===== config.mk =====
export PLATFORM = sky130hd
export DESIGN_NAME = ex_mem_stage
export DESIGN_NICKNAME = d
export VERILOG_FILES = /design/src/rtl/ex_mem_stage.sv
export SDC_FILE = /design/constraint.sdc
export NUM_CORES = 1
export LEC_CHECK = 0
export ABC_AREA = 1
export CELL_PAD_IN_SITES_DETAIL_PLACEMENT = 1
export CELL_PAD_IN_SITES_GLOBAL_PLACEMENT = 1
export CORE_MARGIN = 2
export CORE_UTILIZATION = 37
export DETAILED_ROUTE_END_ITERATION = 16
export GPL_TIMING_DRIVEN = 0
export MAX_ROUTING_LAYER = met4
export PLACE_DENSITY = 0.93
export SLEW_MARGIN = 20
export SYNTH_ARGS = -nofsm -noshare
export SYNTH_HDL_FRONTEND = slang
export SYNTH_SLANG_ARGS = --single-unit

===== constraint.sdc =====
create_clock -name clk -period 3.2 [get_ports clk]
set_clock_uncertainty 0.1 [all_clocks]
set_input_delay 0.64 -clock clk [delete_from_list [all_inputs] [get_ports clk]]
set_output_delay 0.64 -clock clk [all_outputs]
set_load 0.02 [all_outputs]

===== src/rtl/ex_mem_stage.sv =====
// EX/MEM pipeline boundary: two-entry skid register with valid/ready on both sides.
// Define EX_MEM_FWD_EN to add the decode forwarding outputs (fwd_we_o/fwd_addr_o/fwd_data_o).
module ex_mem_stage #(
  parameter int DATA_W = 32,
  parameter int ADDR_W = 5
) (
  input  logic              clk,
  input  logic              rst,
  input  logic              flush_i,
  input  logic              ex_valid_i,
  output logic              ex_ready_o,
  input  logic              ex_rd_we_i,
  input  logic [ADDR_W-1:0] ex_rd_addr_i,
  input  logic [DATA_W-1:0] ex_rd_data_i,
  output logic              mem_valid_o,
  input  logic              mem_ready_i,
  output logic              mem_rd_we_o,
  output logic [ADDR_W-1:0] mem_rd_addr_o,
  output logic [DATA_W-1:0] mem_rd_data_o
`ifdef EX_MEM_FWD_EN
  ,
  output logic              fwd_we_o,
  output logic [ADDR_W-1:0] fwd_addr_o,
  output logic [DATA_W-1:0] fwd_data_o
`endif
);

  logic              mValid_q, mValid_d;
  logic              mWe_q, mWe_d;
  logic [ADDR_W-1:0] mAddr_q, mAddr_d;
  logic [DATA_W-1:0] mData_q, mData_d;

  logic              sValid_q, sValid_d;
  logic              sWe_q, sWe_d;
  logic [ADDR_W-1:0] sAddr_q, sAddr_d;
  logic [DATA_W-1:0] sData_q, sData_d;

  logic accept;
  logic drain;
  logic capWe;

  assign ex_ready_o    = ~sValid_q;
  assign mem_valid_o   = mValid_q;
  assign mem_rd_we_o   = mWe_q;
  assign mem_rd_addr_o = mAddr_q;
  assign mem_rd_data_o = mData_q;

  assign accept = ex_valid_i & ex_ready_o;
  assign drain  = mValid_q & mem_ready_i;
  // Writes aimed at x0 are turned into no-writes at capture time.
  assign capWe  = ex_rd_we_i & (ex_rd_addr_i != '0);

  always_comb begin
    mValid_d = mValid_q;
    mWe_d    = mWe_q;
    mAddr_d  = mAddr_q;
    mData_d  = mData_q;
    sValid_d = sValid_q;
    sWe_d    = sWe_q;
    sAddr_d  = sAddr_q;
    sData_d  = sData_q;

    if (flush_i) begin
      mValid_d = 1'b0;
      sValid_d = 1'b0;
    end else if (sValid_q) begin
      if (drain) begin
        mValid_d = 1'b1;
        mWe_d    = sWe_q;
        mAddr_d  = sAddr_q;
        mData_d  = sData_q;
        sValid_d = 1'b0;
      end
    end else if (!mValid_q || drain) begin
      // M is empty or leaving this cycle, so a new entry goes straight into it.
      mValid_d = accept;
      if (accept) begin
        mWe_d   = capWe;
        mAddr_d = ex_rd_addr_i;
        mData_d = ex_rd_data_i;
      end
    end else if (accept) begin
      sValid_d = 1'b1;
      sWe_d    = capWe;
      sAddr_d  = ex_rd_addr_i;
      sData_d  = ex_rd_data_i;
    end
  end

  always_ff @(posedge clk) begin
    if (rst) begin
      mValid_q <= 1'b0;
      mWe_q    <= 1'b0;
      mAddr_q  <= '0;
      mData_q  <= '0;
      sValid_q <= 1'b0;
      sWe_q    <= 1'b0;
      sAddr_q  <= '0;
      sData_q  <= '0;
    end else begin
      mValid_q <= mValid_d;
      mWe_q    <= mWe_d;
      mAddr_q  <= mAddr_d;
      mData_q  <= mData_d;
      sValid_q <= sValid_d;
      sWe_q    <= sWe_d;
      sAddr_q  <= sAddr_d;
      sData_q  <= sData_d;
    end
  end

`ifdef EX_MEM_FWD_EN
  assign fwd_we_o   = mValid_q & mWe_q;
  assign fwd_addr_o = mAddr_q;
  assign fwd_data_o = mData_q;
`endif

endmodule


==> impl_metrics.yaml, run 1 <==
clock_network:
  clk_path_buf_depth: 2
  cts.sinks: 78
  post_cts_buffers: 0
  cts.clk_slew.worst_paths_ns: 0.09
  cts_buffers: 9
  cts-htree-levels: 3
  cts_root_buf: "clkbuf_8"
  cts_tree: "built"
  clk_latency_ns: 0.37
  hold_buffers: 0
  ctsResizeCount: 0
logic_synthesis:
  synthAdderAreaFrac: 0
  ys_seq_area_frac: 0.463
  yosys-mux-area-fraction: 0
  yosys.area_share.xor_xnor: 0
  syn_area_sq_mm: 0.00337
  synth_top_family_by_area: "simple AND/OR/NAND/NOR gates"
  yosysTopAreaCellShare: 0.463
  synthSimpleGateAreaFrac: 0.331
  ys_types: 20
  avgSynthCellArea_sq_um: 7.02
  synth_top_cells_by_area: "dfxtp_1 (46%), nand2_1 (17%), nor2_1 (8.9%), a21oi_1 (5.9%), nand3_1 (5.8%)"
  synth.yosys.warnings: 0
  syn_nets: 524
  ys_seq_elements: 78
  synth_compound_area_frac: 0.122
  yosys.area.top_type: "dfxtp_1"
  postSynthCellCount: 481
placed_design:
  hpwl_mm: 7.69
  io_buffer_count: 82
  place.gp.congestion: 0.818
hold_path:
  hp-start: "mem_rd_data_o[30]"
  hp-class: "flip-flop to flip-flop"
floorplan:
  placementRows: 34
  die_w_microns: 99.5
  die-area_sq_mm: 0.00990
  die_h_microns: 99.5
  core_area_sq_mm: 0.00876
  pin_count: 83
  start_util: 0.385
routing:
  wl_per_cell_microns: 16.4
  ant_nets: 0
  routed_wl_mm: 11.3
  post-route-drc-count: 0
  dr.pass1.iters: 4
  viasPerCell: 5.21
  vias: 3580
  drt_iter0_markers: 115
worst_setup_path:
  cp.arrival_ns: 1.77
  crit_start: "sValid_q"
  crit_chain: "buf_6, inv_2, buf_2, clkdlybuf4s50_1"
  reg2reg_from: "mem_valid_o"
  cp.required_ns: 2.46
  critPathMaxStageDelay_ns: 0.65
  crit_fanout: 10
  critPathLaunchType: "flip-flop"
  crit_slowest_cell: "clkdlybuf4s50_1"
  crit_path_end_kind: "primary output"
  path_class: "flip-flop to primary output"
sta:
  timing_max_transition_violations_final: 0
  setup_viol: 0
  finalSetupTns_ns: 0
  grt_setup_unrepaired: "no"
  max_slew_margin: 0.615
  layout_min_cycle_time_ns: 2.51
  finalHoldViolCount: 0
  finalCritPeriodShare: 0.785
  worst_pin_slew_ns: 0.577
  max_freq_mhz: 398
  timing.hold.ws_ns: 0.366
power_and_ir_drop:
  p_leak_nw: 1.83
  vdd_drop_max_mv: 0.209
  power.density_mw_per_mm2: 482
job:
  maxCapViolations: 0
global_route:
  grt_max_degree: 13
  grt_usage: 0.241
  grt_pass1_wl_mm: 18.2
  antenna_found_initial: 0
  grt_pass1_vias: 3814
  grt-ovfl-total: 0
layout:
  area_growth_pct: 35.3
  fillers: 1137
  seq_area_sq_mm: 0.00156
  drive_gt1_frac: 0.0846
  fin_nets: 617
  multi_input_comb_area_sq_mm: 0.00153
  n_antenna_cell: 0
run_status:
  status: "finished, final reports clean"
[cells by family (layout without fill, tap and decap cells)]
group                  count (synthesis)  after routing
buffers and inverters                 45            143
and+or+nand+nor                      278            278
DFF                                   78             78
AOI/OAI and AO/OA                     80             80
[metal layers]
| layer | global-route usage | share of wire |
|---|---|---|
| met1 | 0.266 | 0.42 |
| met2 | 0.427 | 0.51 |
| met3 | 0.0415 | 0.047 |
| met4 | 0.102 | 0.018 |
| met5 | - | 0 |
[cell type report]
| class | count | share of cell area |
|---|---|---|
| clock buffer | 13 | 0.0370 |
| clock inverter | 3 | 0.0143 |
| tap | 108 | 0.0296 |
| timing repair buffer | 82 | 0.180 |
| inverter | 9 | 0.00768 |
| sequential | 78 | 0.342 |
| multi-input combinational | 358 | 0.335 |
| buffer | 36 | 0.0548 |
[per-stage QoR]
| step | instance area (sq um) | worst slack, ns | cells | power (mW) | utilization |
|---|---|---|---|---|---|
| 5_1_grt | 4560 | 0.629 | 687 | 2.27 | 0.521 |
| 3_5_place_dp | 4330 | 0.804 | 671 | 1.34 | 0.494 |
| 3_3_place_gp | 4330 | 0.885 | 671 | 1.33 | 0.494 |
| 2_1_floorplan | 3370 | 1.66 | 481 | 1.19 | - |
| 6_report | 4560 | 0.689 | 687 | 2.20 | 0.521 |
| 4_1_cts | 4560 | 0.692 | 687 | 2.20 | 0.521 |
[critical path: cells and delay by family (launching register included)]
kind,cells,cell delay (ns)
flip-flops,1,0.32
buffers and inverters,4,1.09
[cells in the final DEF (no fill, tap or decap)]
cell type          n
a21oi_1           40
buf_1              1
buf_2              8
buf_4              6
buf_6             11
bufinv_16          2
clkbuf_1          11
clkbuf_8          12
clkdlybuf4s50_1   82
clkinv_2           2
dfxtp_1           78
inv_1              6
inv_2              2
nand2_1          153
nand2_2            2
nand3_1           39
nor2_1            80
nor2_4             2
nor3_1             1
o21ai_0           28
o21ai_1           11
o21ai_4            1
or2_2              1
[report_power, final]
group	leakage (nW)	switching (mW)	internal, mW
Clock	0.120	0.371	0.503
Sequential	0.633	0.0183	1.00
Combinational	1.08	0.165	0.143
Total	1.83	0.554	1.65
[sequential cells by signal, summed over array words and instances (netlist names)]
name           flops
mem_rd_data_o     32
sData_q           32
mem_rd_addr_o      5
sAddr_q            5
mem_rd_we_o        1
mem_valid_o        1
sValid_q           1
sWe_q              1
[synthesized netlist by cell type, drive strengths merged]
cell type / number
a21oi: 40
buf: 26
clkbuf: 10
clkinv: 1
dfxtp: 78
inv: 8
nand2: 155
nand3: 39
nor2: 82
nor3: 1
o21ai: 40
or2: 1
[path summary, 6_finish.rpt]
path | end | slack (ns) | cells past startpoint
setup / recovery | ex_ready_o | 0.69 | 4
hold / removal | mem_rd_data_o[30] | 0.37 | 2
setup reg to reg | sData_q[10] | 1.56 | 6
hold reg to reg | mem_rd_data_o[30] | 0.37 | 2
(Power assumes the default switching activity.)
==> inputs of run 2 (changes only) <==
- CORE_UTILIZATION: 37 -> 31
- PLACE_DENSITY: 0.93 -> 0.84
- clock period: 3.2 -> 2.15 ns (I/O delays scaled with it)
==> run 2 against run 1 <==
  * Hold slack worse by 0.0030 ns
  * First-iteration DRC count down 0.87%
  * Clock-buffer cell count down 1
  * Critical path depth is the same
  * Flip-flop and latch count did not move
  * Final cell count grew 4.5%
  * Utilization fell by 9.5 points
  * Die area rose by 19%
  * Setup slack got worse by 0.49 ns
  * Sequential share of layout area shrank 0.094 points
  * Via count is 5.3% lower
  * Critical endpoint unchanged
==> impl_metrics.yaml, run 2 (synthesis results as in run 1) <==
routing:
  post-route-drc-count: 0
  vias: 3392
  drt_iter0_markers: 114
  viasPerCell: 4.72
  dr.pass1.iters: 6
  routed_wl_mm: 10.4
  wl_per_cell_microns: 14.4
  ant_nets: 0
worst_setup_path:
  path_class: "flip-flop to primary output"
  worst_r2r_endpoint: "sData_q[9]"
  rr_worst_depth: 6
  crit_fanout: 10
  cp.required_ns: 1.62
  critPathLaunchType: "flip-flop"
  crit_chain: "buf_6, inv_2, buf_2, dlygate4sd2_1"
  cp.arrival_ns: 1.42
  crit_buf_inv: 4
  critPathMaxStageDelay_ns: 0.36
  crit_path_end_kind: "primary output"
  reg2reg_slack_ns: 0.58
  crit_family: "buffers and inverters"
  crit_slowest_cell: "dlygate4sd2_1"
  reg2reg_from: "mem_valid_o"
floorplan:
  die_h_microns: 108
  start_util: 0.314
  pin_count: 83
  core_area_sq_mm: 0.0107
  placementRows: 38
  die-area_sq_mm: 0.0117
  die_w_microns: 108
hold_path:
  whs_endpoint: "mem_rd_data_o[26]"
  hp-start: "mem_rd_data_o[26]"
  min_delay_path_depth: 2
  hp-class: "flip-flop to flip-flop"
placed_design:
  place.gp.congestion: 0.775
  pre_cts_slack_ns: -0.0416
  hpwl_mm: 7.65
  placed_area_sq_mm: 0.00437
  io_buffer_count: 82
clock_network:
  cts.clk_slew.worst_paths_ns: 0.07
  cts_root_buf: "clkbuf_8"
  cts-htree-levels: 3
  cts_tree: "built"
  cts_buffers: 9
  clk_latency_ns: 0.34
  clk_path_buf_depth: 2
  cts.sinks: 78
  hold_buffers: 0
  post_cts_buffers: 0
power_and_ir_drop:
  power.internal_mw: 2.33
  p_leak_nw: 1.82
  pwr-share-seq: 0.486
  combinationalPowerShare: 0.143
  power.density_mw_per_mm2: 682
  swShare: 0.255
  power.total_mw: 3.12
  vdd_drop_max_mv: 0.359
  p_switching_mw: 0.795
  power.share.clock: 0.371
global_route:
  grt-ovfl-total: 0
  antenna_found_initial: 0
  grt_usage: 0.194
  grt_max_degree: 13
  grt_pass1_wl_mm: 17.2
  grt_pass1_vias: 3588
sta:
  max_freq_mhz: 512
  layout_min_cycle_time_ns: 1.95
  finalCritPeriodShare: 0.908
  worst_pin_slew_ns: 0.508
  grt_setup_unrepaired: "no"
  fin_ws_ns: 0.197
  finalHoldViolCount: 0
  timing_max_transition_violations_final: 0
  finalSetupTns_ns: 0
  max_slew_margin: 0.662
  setup_viol: 0
layout:
  seq_area_sq_mm: 0.00156
  final_common_cell: "nand2_1"
  area_growth_pct: 35.6
  mostFrequentLayoutCells: "nand2_1 (153), clkdlybuf4s50_1 (81), nor2_1 (80), dfxtp_1 (78), a21oi_1 (40)"
  drive_gt1_frac: 0.0848
  fin_area_sq_mm: 0.00458
  n_antenna_cell: 0
  multi_input_comb_area_sq_mm: 0.00153
  fin_nets: 617
  fillers: 1402
job:
  maxCapViolations: 0
run_status:
  status: "finished, final reports clean"
==> run 2: cell type report <==
class | instances | share of cell area
Buffer | 36 | 0.0547
Clock buffer | 12 | 0.0361
Tap cell | 140 | 0.0383
Clock inverter | 3 | 0.00929
Inverter | 9 | 0.00765
Sequential cell | 78 | 0.341
Multi-Input combinational cell | 358 | 0.334
Timing Repair Buffer | 82 | 0.179
==> run 2: power by group through the flow <==
stage | clock network [mW] | registers [mW] | logic (mW)
final | 1.16 | 1.52 | 0.448
after global routing | 1.25 | 1.52 | 0.495
after CTS | 1.18 | 1.52 | 0.453
after detailed placement | 0 | 1.55 | 0.451
after global placement | 0 | 1.55 | 0.438
after floorplan | 0 | 1.59 | 0.184
==> run 2: how the worst max path moves through the flow <==
| stage | from | end | slack, ns | cells after the start |
|---|---|---|---|---|
| 6_report | sValid_q | ex_ready_o | 0.20 | 4 |
| 5_1_grt | sValid_q | ex_ready_o | 0.12 | 4 |
| 4_1_cts | sValid_q | ex_ready_o | 0.16 | 4 |
| 3_5_place_dp | rst | sData_q[21] | -0.04 | 6 |
| 3_3_place_gp | rst | mem_rd_data_o[15] | 0.02 | 4 |
| 2_1_floorplan | mem_valid_o | sData_q[16] | 0.73 | 7 |
==> run 2: metal layers <==
| metal | share of wire | track usage | up-vias | wire [microns] |
|---|---|---|---|---|
| li1 | - | - | 1721 | - |
| met1 | 0.45 | 0.233 | 1605 | 4690 |
| met2 | 0.50 | 0.334 | 56 | 5190 |
| met3 | 0.037 | 0.0356 | 10 | 382 |
| met4 | 0.0099 | 0.0495 | 0 | 103 |
| met5 | 0 | - | - | 0 |
==> run 2: through the flow <==
stage | hold slack, ns | utilization | cells
2_1_floorplan | 0.354 | - | 481
3_3_place_gp | 0.346 | 0.407 | 703
3_5_place_dp | 0.355 | 0.407 | 703
4_1_cts | 0.367 | 0.426 | 718
5_1_grt | 0.380 | 0.426 | 718
6_report | 0.363 | 0.426 | 718
==> run 2: worst reg2reg max path, delay by kind of cell, from the launching register on <==
family                 cells  cell delay [ns]
and+or+nand+nor            4             0.45
DFF                        1             0.41
buffers and inverters      1             0.26
AOI/OAI and AO/OA          1             0.24
==> run 2: what timing repair did <==
action / 4_1_cts / 5_1_grt
hold endpoints to repair: 0 / 0
resized for setup: 1 / 0
endpoints found under the setup margin: 1 / 0
==> inputs of run 3 (changes only) <==
- CORE_MARGIN: 2 -> 3
- CTS_CLUSTER_DIAMETER: default -> 120
- TNS_END_PERCENT: default -> 20
==> run 3 against run 2 <==
  * Design area is 0.14% higher
  * Hold slack better by 0.00057 ns
  * Non-clock buffer count stayed put
  * Wire length is 2.9% higher
  * Critical endpoint unchanged
  * Highest routed layer unchanged
==> impl_metrics.yaml, run 3 (synthesis results as in run 1) <==
routing:
  vias: 3396
  wl_met1_mm: 4.81
  dr.pass1.iters: 4
  wl_per_cell_microns: 14.9
  post-route-drc-count: 0
  drt_iter0_markers: 120
  routed_wl_mm: 10.7
  ant_nets: 0
  met3WireLength_microns: 424
  topRoutingLayerUsed: "met4"
  dr_wl_met2_mm: 5.26
  viasPerCell: 4.75
global_route:
  grt_usage: 0.189
  grt_max_degree: 13
  antenna_found_initial: 0
  grt_pass1_vias: 3560
  grt-ovfl-total: 0
  grt_pass1_wl_mm: 17.2
clock_network:
  cts_tree: "built"
  post_cts_buffers: 0
  cts_root_buf: "clkbuf_8"
  cts_buffers: 9
  clk_latency_ns: 0.35
  cts.sinks: 78
  cts-htree-levels: 3
  clk_path_buf_depth: 2
  cts.clk_slew.worst_paths_ns: 0.09
sta:
  max_freq_mhz: 503
  layout_min_cycle_time_ns: 1.99
  grt_setup_unrepaired: "no"
  finalHoldViolCount: 0
  timing.hold.ws_ns: 0.364
  finalCritPeriodShare: 0.925
  max_slew_margin: 0.664
  setup_viol: 0
  worst_pin_slew_ns: 0.504
  timing_max_transition_violations_final: 0
floorplan:
  core_area_sq_mm: 0.0105
  die_w_microns: 110
  start_util: 0.323
  die-area_sq_mm: 0.0122
  pin_count: 83
  placementRows: 37
  die_h_microns: 110
worst_setup_path:
  cp.required_ns: 1.62
  crit_family: "buffers and inverters"
  crit_path_end_kind: "primary output"
  path_class: "flip-flop to primary output"
  critPathLaunchType: "flip-flop"
  cp.arrival_ns: 1.46
  crit_buf_inv: 4
  critPathMaxStageDelay_ns: 0.37
  crit_chain: "buf_6, inv_2, buf_2, dlygate4sd2_1"
  crit_slowest_cell: "dlygate4sd2_1"
  crit_fanout: 10
hold_path:
  hp-class: "flip-flop to flip-flop"
power_and_ir_drop:
  pwr-share-seq: 0.477
  swShare: 0.257
  power.internal_mw: 2.36
  combinationalPowerShare: 0.142
  p_switching_mw: 0.817
  power.total_mw: 3.18
  vdd_drop_max_mv: 0.284
  power.share.clock: 0.382
  p_leak_nw: 1.83
  power.density_mw_per_mm2: 694
layout:
  area_growth_pct: 35.8
  fin_nets: 617
  final_common_cell: "nand2_1"
  mostFrequentLayoutCells: "nand2_1 (153), clkdlybuf4s50_1 (81), nor2_1 (80), dfxtp_1 (78), a21oi_1 (40)"
  seq_area_sq_mm: 0.00156
  n_antenna_cell: 0
  multi_input_comb_area_sq_mm: 0.00153
  fillers: 1366
  fin_cells: 715
  drive_gt1_frac: 0.0864
placed_design:
  hpwl_mm: 7.63
  dp.cells: 699
  io_buffer_count: 82
  place.gp.congestion: 0.812
run_status:
  status: "finished, final reports clean"
job:
  maxCapViolations: 0
[run 3: cell types whose count changed in the layout (fill, tap and decap cells not counted), sizes merged]
cell,delta
clkinv,+1
clkinvlp,-1
clkbuf,+1
[run 3: final timing paths]
path	endpoint	slack (ns)	cells after the start	start
setup / recovery	ex_ready_o	0.16	4	sValid_q
hold / removal	mem_rd_data_o[24]	0.36	2	mem_rd_data_o[24]
setup reg to reg	sAddr_q[3]	0.59	6	mem_valid_o
hold reg to reg	mem_rd_data_o[24]	0.36	2	mem_rd_data_o[24]
[run 3: cell type report]
class | count | area share
Multi-Input combinational cell | 358 | 0.333
Buffer | 36 | 0.0546
Timing Repair Buffer | 82 | 0.179
Sequential cell | 78 | 0.341
Inverter | 9 | 0.00764
Clock buffer | 13 | 0.0390
Tap cell | 136 | 0.0371
Clock inverter | 3 | 0.00874
[run 3: layer usage]
layer  up-vias  GRT usage
li1       1718          -
met1      1596      0.215
met2        71      0.330
met3        11     0.0338
met4         0     0.0695
met5         -          -
[run 3: repair_timing]
| action | 4_1_cts | 5_1_grt |
|---|---|---|
| hold buffers | 0 | 0 |
| endpoints found under the setup margin | 1 | 0 |
| gates resized for setup | 1 | 0 |
[run 3: through the flow]
stage          worst slack (ns)   util  cell area [sq um]  TNS [ns]
4_1_cts                   0.148  0.438               4580         0
3_5_place_dp            -0.0701  0.417               4370     -1.36
6_report                  0.161  0.438               4580         0
2_1_floorplan             0.731      -               3370         0
3_3_place_gp            -0.0183  0.417               4370   -0.0748
5_1_grt                  0.0913  0.438               4580         0
[run 3: worst reg2reg max path, delay by kind of cell, from the launching register on]
kind	cells	cell delay [ns]
buffers and inverters	1	0.24
and+or+nand+nor	4	0.41
AOI/OAI and AO/OA	1	0.27
DFF	1	0.43
[run 3: power by group through the flow]
stage | registers [mW] | logic, mW | clock network (mW)
floorplan | 1.59 | 0.184 | 0
global placement | 1.55 | 0.440 | 0
detailed placement | 1.55 | 0.452 | 0
CTS | 1.52 | 0.456 | 1.23
global route | 1.52 | 0.497 | 1.29
finish | 1.52 | 0.450 | 1.21
